===== config.mk =====
export PLATFORM = sky130hd
export DESIGN_NAME = ifetch_line_buffer
export DESIGN_NICKNAME = d
export VERILOG_FILES = /design/src/rtl/ifetch_line_buffer.sv
export SDC_FILE = /design/constraint.sdc
export NUM_CORES = 1
export LEC_CHECK = 0
export ABC_AREA = 0
export BUFFER_PORTS_ARGS = -buffer_cell sky130_fd_sc_hd__buf_2
export CORE_ASPECT_RATIO = 0.8
export CORE_MARGIN = 2
export CORE_UTILIZATION = 40
export DETAILED_ROUTE_END_ITERATION = 8
export HOLD_SLACK_MARGIN = 0.15
export SLEW_MARGIN = 20
export SYNTH_ARGS = -nofsm -noshare
export SYNTH_HDL_FRONTEND = slang
export SYNTH_SLANG_ARGS = --single-unit

===== constraint.sdc =====
create_clock -name clk -period 8.2 [get_ports clk]
set_input_delay 0.82 -clock clk [delete_from_list [all_inputs] [get_ports clk]]
set_output_delay 0.82 -clock clk [all_outputs]
set_load 0.02 [all_outputs]

===== src/rtl/ifetch_line_buffer.sv =====
// Single-line instruction fetch buffer: keeps one 32-byte line, answers hits in the
// same cycle and refills the line from memory as a 4-beat 64-bit burst.
module ifetch_line_buffer (
  input  logic        clk,
  input  logic        rst,
  input  logic [31:0] if_addr_i,
  input  logic        if_read_i,
  input  logic        if_inv_i,
  output logic [31:0] if_rdata_o,
  output logic        if_resp_o,
  output logic [31:0] pmem_address_o,
  output logic        pmem_read_o,
  input  logic [63:0] pmem_rdata_i,
  input  logic        pmem_resp_i
);

  localparam logic [0:0] IDLE = 1'b0;
  localparam logic [0:0] FILL = 1'b1;

  logic [0:0]   state_r;
  logic [1:0]   beat_r;
  logic         valid_r;
  logic         kill_r;
  logic [26:0]  tag_r;
  logic [26:0]  fill_tag_r;
  logic [255:0] line_r;

  logic         hit_s;
  logic         miss_s;
  logic         fill_beat_s;
  logic         last_beat_s;
  logic [7:0]   word_lsb_s;
  logic [7:0]   beat_lsb_s;

  // Hit/miss decode for the current fetch request
  always_comb begin
    hit_s  = 1'b0;
    miss_s = 1'b0;
    if ((state_r == IDLE) && if_read_i) begin
      if (valid_r && (tag_r == if_addr_i[31:5])) begin
        hit_s = 1'b1;
      end else begin
        miss_s = 1'b1;
      end
    end else begin
      hit_s  = 1'b0;
      miss_s = 1'b0;
    end
  end

  // Beat acceptance while the burst is in flight
  always_comb begin
    fill_beat_s = 1'b0;
    last_beat_s = 1'b0;
    if ((state_r == FILL) && pmem_resp_i) begin
      fill_beat_s = 1'b1;
      last_beat_s = (beat_r == 2'd3);
    end else begin
      fill_beat_s = 1'b0;
      last_beat_s = 1'b0;
    end
  end

  assign word_lsb_s = {if_addr_i[4:2], 5'd0};
  assign beat_lsb_s = {beat_r, 6'd0};
  assign if_rdata_o = line_r[word_lsb_s +: 32];
  assign if_resp_o  = hit_s;

  // Memory request outputs derive only from registered state
  always_comb begin
    pmem_read_o    = 1'b0;
    pmem_address_o = 32'd0;
    case (state_r)
      FILL: begin
        pmem_read_o    = 1'b1;
        pmem_address_o = {fill_tag_r, 5'd0};
      end
      default: begin
        pmem_read_o    = 1'b0;
        pmem_address_o = 32'd0;
      end
    endcase
  end

  // Control state: FSM, beat counter, valid and invalidate-during-fill flag
  always_ff @(posedge clk) begin
    if (rst) begin
      state_r <= IDLE;
      beat_r  <= 2'd0;
      valid_r <= 1'b0;
      kill_r  <= 1'b0;
    end else begin
      case (state_r)
        IDLE: begin
          kill_r <= 1'b0;
          if (if_inv_i) begin
            valid_r <= 1'b0;
          end
          if (miss_s) begin
            beat_r  <= 2'd0;
            state_r <= FILL;
          end
        end
        FILL: begin
          if (fill_beat_s) begin
            beat_r <= beat_r + 2'd1;
          end
          if (last_beat_s) begin
            // A flush seen anywhere in this fill leaves the fresh line unusable
            state_r <= IDLE;
            valid_r <= ~(kill_r | if_inv_i);
            kill_r  <= 1'b0;
          end else if (if_inv_i) begin
            kill_r <= 1'b1;
          end
        end
        default: begin
          state_r <= IDLE;
          beat_r  <= 2'd0;
          valid_r <= 1'b0;
          kill_r  <= 1'b0;
        end
      endcase
    end
  end

  // Line storage and tags; contents may stay stale across reset
  always_ff @(posedge clk) begin
    if (!rst) begin
      if (miss_s) begin
        fill_tag_r <= if_addr_i[31:5];
      end
      if (fill_beat_s) begin
        line_r[beat_lsb_s +: 64] <= pmem_rdata_i;
      end
      if (last_beat_s) begin
        tag_r <= fill_tag_r;
      end
    end
  end

endmodule


==> results.ini <==
[logic_synthesis]
post-synth-top-area-fraction = 0.671
syn_area_per_cell_sq_um = 16.8
synthTopCellsByArea = edfxtp_1, and2_1, mux4_2, mux2_2, xnor2_1
ys_seq_area_frac = 0.678
syn-cell-area_sq_mm = 0.0139
synth_cell_types = 38
synth_edf_count = 310
yosys_warnings = 0
ys_ff_latch = 315
synth-main-ff-cell = edfxtp_1
synth_top_area_cell = edfxtp_1
synthArstFlopShare = 0
netlist_instances = 826

[layout]
layoutNonFillerInstCount = 1478
fin_area_sq_mm = 0.0162
final_common_cell = edfxtp_1
final_cell_mix = edfxtp_1, and2_1, buf_2
layout-drive-gt1-share = 0.323
final_nets = 1094
syn_to_final_growth_pct = 16.4

[floorplanning]
die_x_microns = 212
io_pins = 167
initial_core_util = 0.409
die_area_sq_mm = 0.0362
coreArea_sq_mm = 0.0339
row_count = 60
die_h_microns = 171

[clock_tree]
cts_buffer_depth = 3
cts_resized = 0
clk_latency_ns = 0.51
cts_hold_buf = 0
cts_tree = done
path_clk_slew_ns = 0.06
h-tree-depth = 2
cts_inserted_buffers = 34
ctsRootBufferMaster = clkbuf_16
post_cts_buffers = 0
clock_sink_count = 315

[power]
max-vdd-ir-drop_uv = 179
p_clk_frac = 0.411
power_leakage_nw = 5.14
total_power_w = 0.00336
seqPwrFrac = 0.531
internal_power_w = 0.00264
switchingPower_w = 0.000713
swShare = 0.213
p_comb_frac = 0.058
p_per_area_mw_per_mm2 = 208

[detailed_routing]
detail_route.wl_per_cell_microns = 19.3
drt_pass1_iterations = 4
drc_errors = 0
route.vias.total = 7180
drtAntennaViolNets = 0
via_per_inst = 4.86
wirelength_microns = 28500
drtIter0Drc = 377

[global_routing]
gr-total-overflow = 0
grt_pass1_wl_microns = 44300
grt_max_degree = 65
grt_usage = 0.163
met3_usage = 0.0330
antenna_found_initial = 4
use_met1 = 0.222
gr-max-usage-layer = met2
grt_use_met2 = 0.266
first_global_vias = 7588

[worst_setup_path]
critPathMaxFanout = 34
startpoint_type = primary input
cp.required_ns = 7.38
arrival_ns = 3.09
worst_setup_path_end_kind = primary output
r2r-start = state_r$_SDFF_PP0_
cp-startpoint = if_addr_i[2]
worstSetupPathType = primary input to primary output

[timing]
rsz0062_at_grt = no
min_period_over_period = 0.476
tns_ns = 0
worstMarginPinSlew_ns = 1.07
setup_violations = 0
finalHoldViolations = 0
relSlewSlack = 0.288
slew_violations = 0
fmax_mhz = 256
skew_ns = 0.0152
layout_min_cycle_time_ns = 3.91

[worst_hold_path]
hold_start = fill_tag_r[9]$_DFFE_PP_
holdCritPathClass = flip-flop to flip-flop

[outcome]
status = complete, no violations

[flow_run]
maxCapViolCount = 0

[placed_design]
gp_congestion = 0.722
dp_cells = 1416
place_area_sq_mm = 0.0152
portBuffers = 159
dp_hpwl_microns = 16100

## flip-flops by register name (all words and copies together), names as in the netlist
name,count
beat_r,2
fill_tag_r,27
kill_r,1
line_r,256
state_r,1
tag_r,27
valid_r,1
## critical path, stage by stage
cell and delay [ns]:
buf_4 0.49, buf_4 0.68, mux4_2 0.58, mux2_2 0.31, buf_2 0.17
## cell families (layout without fill, tap and decap cells)
kind of cell / after synthesis / after routing / share of synthesized area
other cells: 1 / 7 / 0.000270
simple gates: 320 / 320 / 0.146
compound gates: 7 / 7 / 0.00469
buf+inv: 54 / 235 / 0.0198
xor+xnor: 28 / 28 / 0.0177
mux: 96 / 96 / 0.130
fa+ha+maj: 5 / 5 / 0.00451
flops: 315 / 315 / 0.678
## Yosys cell counts, drive strengths merged (3+ instances only)
master and count:
nand2 6, buf 13, nor3b 5, mux2 32
edfxtp 310, inv 3, mux4 64, dfxtp 5
clkbuf 38, nor3 4, xnor2 28, nand4 7
and2 283, ha 5, or3 3
## worst paths after layout
kind              depth (start not counted)  slack, ns                    end
setup / recovery                          5       4.29         if_rdata_o[23]
hold reg to reg                           0       0.44     tag_r[9]$_DFFE_PP_
hold / removal                            0       0.44     tag_r[9]$_DFFE_PP_
setup reg to reg                          3       5.41  line_r[189]$_DFFE_PP_
## stage by stage
stage          utilization  hold slack [ns]  worst slack, ns
2_1_floorplan            -            0.418             1.90
3_3_place_gp         0.447            0.421             4.18
3_5_place_dp         0.447            0.427             4.17
4_1_cts              0.476            0.439             4.16
5_1_grt              0.476            0.453             4.06
6_report             0.476            0.438             4.29
## layout make-up
class	instances	area [sq um]
Antenna cell	2	5.00
Clock buffer	46	917
Clock inverter	13	60.1
Fill cell	3006	17800
Inverter	3	11.3
Multi-Input combinational cell	461	4270
Sequential cell	315	9410
Tap cell	465	582
Timing Repair Buffer	173	907
## per-layer routing
metal  share of wire  vias up
met5          0.0014        -
met4           0.019        6
met3           0.043       48
met2            0.49      127
met1            0.45     3618
li1                -     3381
## power groups by stage
stage	Combinational, W	Sequential (W)	Clock, W
2_1_floorplan	0.000125	0.00181	0
3_3_place_gp	0.000198	0.00182	0
3_5_place_dp	0.000200	0.00182	0
4_1_cts	0.000200	0.00178	0.00142
5_1_grt	0.000215	0.00178	0.00149
6_report	0.000195	0.00178	0.00138
Note: power is estimated with default switching activity, not from simulation.
